==> src/rtl/muldiv_seq_ctrl.sv <==
// Iterative MULTU/DIVU sequencer driving one shared external add/sub unit.
// One adder pass per cycle; hi/lo hold the HI/LO result pair.
module muldiv_seq_ctrl #(
   parameter int unsigned WIDTH = 32,
   parameter int unsigned CNT_W = 5
) (
   input  logic             clk,
   input  logic             rst_n,
   input  logic             start,
   input  logic             op,
   input  logic [WIDTH-1:0] src_a,
   input  logic [WIDTH-1:0] src_b,
   output logic             busy,
   output logic             done,
   output logic             div_by_zero,
   output logic [WIDTH-1:0] hi,
   output logic [WIDTH-1:0] lo,
   output logic [WIDTH-1:0] adder_a,
   output logic [WIDTH-1:0] adder_b,
   output logic             adder_cin,
   input  logic [WIDTH-1:0] adder_sum,
   input  logic             adder_cout
);

   typedef enum logic [1:0] {StIdle, StMul, StDiv, StDone} state_t;

   state_t             state_q, state_d;
   logic [CNT_W-1:0]   cnt_q, cnt_d;
   logic [WIDTH-1:0]   hi_q, hi_d, lo_q, lo_d, m_q, m_d;
   logic               dbz_q, dbz_d;
   logic               top;
   logic [WIDTH-1:0]   shifted;

   assign top     = hi_q[WIDTH-1];
   assign shifted = {hi_q[WIDTH-2:0], lo_q[WIDTH-1]};

   always_ff @(posedge clk or negedge rst_n) begin
      if (!rst_n) begin
         state_q <= StIdle;
         cnt_q   <= '0;
         hi_q    <= '0;
         lo_q    <= '0;
         m_q     <= '0;
         dbz_q   <= 1'b0;
      end else begin
         state_q <= state_d;
         cnt_q   <= cnt_d;
         hi_q    <= hi_d;
         lo_q    <= lo_d;
         m_q     <= m_d;
         dbz_q   <= dbz_d;
      end
   end

   always_comb begin
      state_d   = state_q;
      cnt_d     = cnt_q;
      hi_d      = hi_q;
      lo_d      = lo_q;
      m_d       = m_q;
      dbz_d     = dbz_q;
      adder_a   = '0;
      adder_b   = '0;
      adder_cin = 1'b0;

      unique case (state_q)
         StIdle: begin
            if (start) begin
               m_d   = src_b;
               dbz_d = 1'b0;
               if (!op) begin
                  lo_d    = src_b;
                  hi_d    = '0;
                  m_d     = src_a;
                  state_d = StMul;
               end else if (src_b != '0) begin
                  lo_d    = src_a;
                  hi_d    = '0;
                  state_d = StDiv;
               end else begin
                  hi_d    = src_a;
                  lo_d    = '1;
                  dbz_d   = 1'b1;
                  state_d = StDone;
               end
            end
         end
         StMul: begin
            adder_a = hi_q;
            adder_b = lo_q[0] ? m_q : '0;
            hi_d    = {adder_cout, adder_sum[WIDTH-1:1]};
            lo_d    = {adder_sum[0], lo_q[WIDTH-1:1]};
            cnt_d   = cnt_q + 1'b1;
            if (cnt_q == CNT_W'(WIDTH - 1)) state_d = StDone;
         end
         StDiv: begin
            adder_a   = shifted;
            adder_b   = m_q;
            adder_cin = 1'b1;
            // top set: shifted remainder exceeds M, wrapped difference is exact
            if (top || !adder_cout) begin
               hi_d = adder_sum;
               lo_d = {lo_q[WIDTH-2:0], 1'b1};
            end else begin
               hi_d = shifted;
               lo_d = {lo_q[WIDTH-2:0], 1'b0};
            end
            cnt_d = cnt_q + 1'b1;
            if (cnt_q == CNT_W'(WIDTH - 1)) state_d = StDone;
         end
         StDone: begin
            state_d = StIdle;
         end
         default: state_d = StIdle;
      endcase
   end

   assign busy        = (state_q == StMul) || (state_q == StDiv);
   assign done        = (state_q == StDone);
   assign div_by_zero = dbz_q;
   assign hi          = hi_q;
   assign lo          = lo_q;

endmodule

==> config.mk <==
export PLATFORM = sky130hd
export DESIGN_NAME = muldiv_seq_ctrl
export DESIGN_NICKNAME = d
export VERILOG_FILES = /design/src/rtl/muldiv_seq_ctrl.sv
export SDC_FILE = /design/constraint.sdc
export NUM_CORES = 1
export LEC_CHECK = 0
export ABC_AREA = 1
export CORE_AREA = 2 2 132 134
export CTS_BUF_LIST = sky130_fd_sc_hd__clkbuf_8
export CTS_CLUSTER_DIAMETER = 150
export DETAILED_ROUTE_END_ITERATION = 8
export DIE_AREA = 0 0 134 136
export PLACE_DENSITY_LB_ADDON = 0.1
export SLEW_MARGIN = 20
export SYNTH_ARGS = -nofsm -noshare
export SYNTH_HDL_FRONTEND = slang
export SYNTH_SLANG_ARGS = --single-unit
==> constraint.sdc <==
create_clock -name clk -period 2 [get_ports clk]
set_input_delay 0.4 -clock clk [delete_from_list [all_inputs] [get_ports clk]]
set_output_delay 0.4 -clock clk [all_outputs]
set_load 0.01 [all_outputs]
==> results.cfg, run 1 <==
[sta]
skew_ps = 9.69
period_share_pct = 112
hold_slack_ps = 473
worstMarginPinSlew_ps = 456
setup_viol = 116
rsz0062_at_grt = yes
post-route-min-period_ps = 2250
relSlewSlack_pct = 69.6
fmax_mhz = 445
slew_violations = 0
tns_ps = -14660
hold_viol = 0
setup_ws_ps = -248

[drt]
wl_per_cell_um = 18.5
drt_iter0_drc = 943
routed_via_density = 5.37
ant_nets = 0
firstDrtPassIters = 7
drt_wl_total_um = 31800
route.detailed.drc = 0
vias = 9245

[clock_tree]
cts_root_buf = clkbuf_8
clk_pin_slew_ps = 110
cts.sinks = 104
cts_made_buffers = 9
h-tree-depth = 3
cts_buffer_depth = 2
cts_tree = done
clock_latency_ps = 390

[finish]
layout_common_cells = 223 x nand2_1, 164 x clkdlybuf4s50_1, 119 x o21ai_0
nets = 1598
layout_commonest_cell = nand2_1
syn_to_final_growth_pct = 72.3
drive_above_1_share_pct = 34.0
final_cell_count_no_fill = 1722

[floorplan]
rows = 48
core_area_sq_um = 16900
die_h_um = 136
ios = 233
die-area_sq_um = 18200
die_width_um = 134
initial_core_util_pct = 44.1

[yosys]
syn_inst = 1197
synth_seq_cells = 104
synthFlopType = dfrtp_1
yosysUniqueCellTypes = 29
synth_area_leaders = dfrtp_1 35%, nand2_1 15%, a21oi_1 12%
synth-async-reset-ratio_pct = 100
synth_top_area_share_pct = 35.0
synth_nets = 1304
synth-seq-area-share_pct = 35.0
yosys_warnings = 0
synth_edf_count = 0
syn_avg_cell_area_sq_um = 6.22
yosys.area.top_type = dfrtp_1
syn_area_sq_um = 7450

[placement]
dp_cells = 1649
io_buffers = 232
gp_congestion = 0.887
dp_hpwl_um = 18800

[critical_path]
critPathArrivalTime_ps = 1850
crit_type = reg -> out
reg2reg_setup_slack_ps = -110
crit_path_end_kind = primary output
crit_required_ps = 1600
r2r_start = state_q[1]
worstReg2RegEnd = lo[20]
r2r_cells = 13
start_kind = flip-flop
critPathMaxFanout = 5

[grt]
grt_pass1_vias = 7960
grt-ovfl-total = 0
grt_usage_pct = 29.4
grt_pass1_wl_um = 42200
antenna_found_initial = 1
grt_max_degree = 65

[hold_path]
hold_path_class = in -> async

[status]
violations = negative setup slack
outcome = finished with violations

[power]
p_leak_nw = 5.96
peakVddDrop_v = 0.00124
power.density_nw_per_um2 = 2130

[flow_run]
cap_viol_max_count = 0
cell usage after synthesis, types with 2 or more instances:
cell type	number
nand2_1	292
a21oi_1	176
nor2_1	158
inv_1	148
o21ai_0	119
dfrtp_1	104
clkbuf_1	43
nand3_1	32
o22ai_1	29
buf_2	27
o21ai_1	12
inv_2	10
a21oi_2	9
buf_1	8
ha_1	6
buf_4	4
buf_6	4
inv_4	2
nand2_2	2
nand4_1	2
xor2_1	2
through the flow:
step / util (%) / total power (W) / worst slack, ps / area (sq um)
after floorplan: - / 0.0122 / 19.6 / 7450
after global placement: 62.0 / 0.0173 / -192 / 10500
after detailed placement: 62.0 / 0.0176 / -257 / 10500
after CTS: 64.4 / 0.0197 / -208 / 10900
after global routing: 76.0 / 0.0290 / -310 / 12800
final: 76.0 / 0.0273 / -248 / 12800
worst max-delay path, stage by stage, from the launching register on:
cell and delay [ps]:
dfrtp_1 420, inv_2 130, ha_4 220, buf_6 150
clkbuf_16 160, nand2_2 50, a21oi_2 160, buf_2 170
cell families (layout without fill, tap and decap cells):
kind of cell             after synthesis  after routing  synth area share [%]
AO/OA/AOI/OAI                        347            347                  24.3
XOR/XNOR                               3              3                 0.353
adder cells (fa/ha/maj)                6              6                  1.01
buffers and inverters                247            546                  13.6
flip-flops                           104            104                  35.0
other                                  0              1                     0
AND/OR/NAND/NOR                      490            490                  25.8
sequential cells by signal, indices dropped and copies added (netlist names):
signal and cells:
m_q 32, state_q 2, cnt_q 5, hi 32, lo 32, div_by_zero 1
metal layers:
layer | track usage [%] | part of all wire (%) | vias up
met5 | 0 | 0 | -
met1 | 42.2 | 41 | 4285
li1 | - | - | 4400
met4 | 8.51 | 3.7 | 0
met2 | 46.2 | 47 | 465
met3 | 4.18 | 8.8 | 95
area by class of cell:
type / count / area (sq um)
Multi-Input combinational cell: 846 / 5070
Antenna cell: 1 / 2.50
Clock buffer: 10 / 138
Inverter: 160 / 631
Timing Repair inverter: 5 / 73.8
Timing Repair Buffer: 365 / 3970
Sequential cell: 104 / 2600
Fill cell: 1300 / 4050
Tap cell: 225 / 282
Clock inverter: 6 / 60.1
report_power, final:
group | total (W) | switching, W | internal, W
Clock | 0.00141 | 0.000800 | 0.000608
Sequential | 0.00445 | 0.00117 | 0.00328
Combinational | 0.0215 | 0.0118 | 0.00968
Total | 0.0273 | 0.0138 | 0.0136
how the worst max path moves through the flow:
stage	slack [ps]	depth (start not counted)	endpoint	start
global route	-310	8	adder_b[14]	state_q[1]
finish	-250	7	adder_a[19]	state_q[1]
global placement	-190	8	adder_b[27]	state_q[0]
floorplan	20	7	adder_b[0]	state_q[0]
detailed placement	-260	8	adder_b[4]	state_q[0]
CTS	-210	9	adder_b[16]	state_q[0]
what timing repair did:
item	in CTS	in global routing
endpoints found under the setup margin	111	130
hold endpoints to repair	22	0
cloned	6	25
buffers inserted	9	19
hold buffers	1	0
gates resized for setup	307	411
pin swaps	11	81
(Power assumes the default switching activity.)
==> run 2: changes to the inputs <==
Settings changed: SETUP_SLACK_MARGIN set to 0.3.
==> run 2 against run 1 <==
Against the previous run: critical path depth rose by 2; final cell count grew 0.58%; via count down 2.6%; global-route usage increased by 0.47 points; die area did not move; critical path type unchanged; largest power group unchanged; the run still ends with negative setup slack left; combinational power fell by 15%; non-clock buffer count rose by 16.
==> results.cfg, run 2 (synthesized netlist as in run 1, its figures left out) <==
[placement]
dp_hpwl_um = 19000
placed_area_sq_um = 10900
io_buffers = 232
gp_congestion = 0.851

[floorplan]
die_width_um = 134
ios = 233
die_h_um = 136
core_area_sq_um = 16900
initial_core_util_pct = 44.1
die-area_sq_um = 18200
rows = 48

[critical_path]
cpPeakStageDelay_ps = 410
startpoint = state_q[1]
crit_path_end_kind = primary output
critPathMaxFanout = 6
r2r_cells = 15
cpMostUsedCell = buf_6
crit_type = reg -> out
reg2reg_setup_slack_ps = -80
worstSetupEndpoint = adder_b[27]
cp_cell_sequence = buf_4 -> ha_4 -> inv_4 -> nand2_4 -> nand2_8 -> buf_6 -> buf_12 -> nor2_4 -> buf_6
crit_required_ps = 1600
critPathArrivalTime_ps = 1850
worstReg2RegEnd = lo[10]
r2r_start = state_q[1]
start_kind = flip-flop
crit_slowest_cell = dfrtp_1

[sta]
setup_ws_ps = -253
worstMarginPinSlew_ps = 469
fmax_mhz = 444
slew_violations = 0
rsz0062_at_grt = yes
hold_viol = 0
relSlewSlack_pct = 68.8
hold_slack_ps = 459
skew_ps = 11.0
post-route-min-period_ps = 2250
setup_viol = 81
period_share_pct = 113

[clock_tree]
clk_pin_slew_ps = 110
cts_tree = done
cts.sinks = 104
cts_root_buf = clkbuf_8
clock_latency_ps = 390
h-tree-depth = 3
cts_buffer_depth = 2
cts_made_buffers = 9

[drt]
ant_nets = 0
firstDrtPassIters = 5
routed_via_density = 5.20
wl_per_cell_um = 16.6
route.detailed.drc = 0
drt_iter0_drc = 848
vias = 9004
drt_wl_total_um = 28800

[finish]
fill_cells = 1427
multi_input_area_sq_um = 4580
diodes = 0
layout_common_cells = 271 x nand2_1, 140 x inv_1, 125 x a21oi_1
final_area_sq_um = 12200
regArea_sq_um = 2610
nets = 1609
syn_to_final_growth_pct = 63.9
layout_commonest_cell = nand2_1
drive_above_1_share_pct = 26.9

[grt]
antenna_found_initial = 0
grt_pass1_wl_um = 43300
grt_max_degree = 62
grt_usage_pct = 29.9
grt-ovfl-total = 0
grt_pass1_vias = 8253

[flow_run]
cap_viol_max_count = 0

[status]
outcome = finished with violations
violations = negative setup slack

[power]
p_leak_nw = 6.00
peakVddDrop_v = 0.00130
power.density_nw_per_um2 = 1950

[hold_path]
hold_path_class = in -> async
## run 2: cell count changes in the layout (fill, tap and decap cells not counted), moves of 18 or more
cell,change
clkdlybuf4s50_1,-65
o22ai_1,-18
a21oi_2,-29
nor2_4,-21
nand2_1,+48
nor2_1,+36
inv_1,+25
inv_2,-27
nand2_4,-35
a21oi_1,+33
dlygate4sd2_1,+63
buf_4,+21
## run 2: stage by stage
step / TNS, ps / util (%) / power [W] / setup slack (ps) / cells
6_report: -11690 / 72.3 / 0.0238 / -253 / 1732
5_1_grt: -19160 / 72.3 / 0.0255 / -303 / 1732
4_1_cts: -11940 / 68.9 / 0.0217 / -217 / 1712
3_5_place_dp: -13040 / 64.5 / 0.0190 / -163 / 1648
3_3_place_gp: -8480 / 64.5 / 0.0187 / -134 / 1648
2_1_floorplan: 0 / - / 0.0135 / 230 / 1197
## run 2: area by class of cell
type	count	area share, %
Clock inverter	6	0.554
Tap cell	225	2.31
Multi-Input combinational cell	846	37.5
Timing Repair Buffer	381	32.0
Inverter	160	5.09
Sequential cell	104	21.4
Clock buffer	10	1.13
## run 2: power breakdown
part	switching, W	leakage [nW]	total, W	internal, W
Combinational	0.00987	4.66	0.0182	0.00834
Clock	0.000811	0.0989	0.00143	0.000618
Sequential	0.000823	1.24	0.00412	0.00329
Total	0.0115	6.00	0.0238	0.0122
## run 2: routing by layer
| metal | GRT usage, % | up-vias | wire length, um |
|---|---|---|---|
| met5 | 0 | - | 0 |
| met4 | 8.16 | 0 | 683 |
| met3 | 4.47 | 55 | 2230 |
| met2 | 48.1 | 397 | 13300 |
| met1 | 42.0 | 4128 | 12500 |
| li1 | - | 4424 | - |
## run 2: repair_timing
action / 4_1_cts / 5_1_grt
setup buffers: 39 / 14
hold endpoints to repair: 19 / 0
pin swaps: 9 / 63
hold buffers: 1 / 0
setup endpoints to repair: 199 / 136
cloned: 8 / 6
resized for setup: 367 / 127
## run 2: how the worst min path moves through the flow
| stage | endpoint | slack [ps] |
|---|---|---|
| 6_report | lo[25] | 460 |
| 5_1_grt | lo[26] | 470 |
| 4_1_cts | lo[25] | 460 |
| 3_5_place_dp | lo[25] | 340 |
| 3_3_place_gp | lo[25] | 350 |
| 2_1_floorplan | cnt_q[0] | 100 |
## run 2: critical path, delay by kind of cell, from the launching register on
family / cells / cell delay, ps
AND/OR/NAND/NOR: 3 / 220
flip-flops: 1 / 410
buffers and inverters: 5 / 650
adder cells (fa/ha/maj): 1 / 180
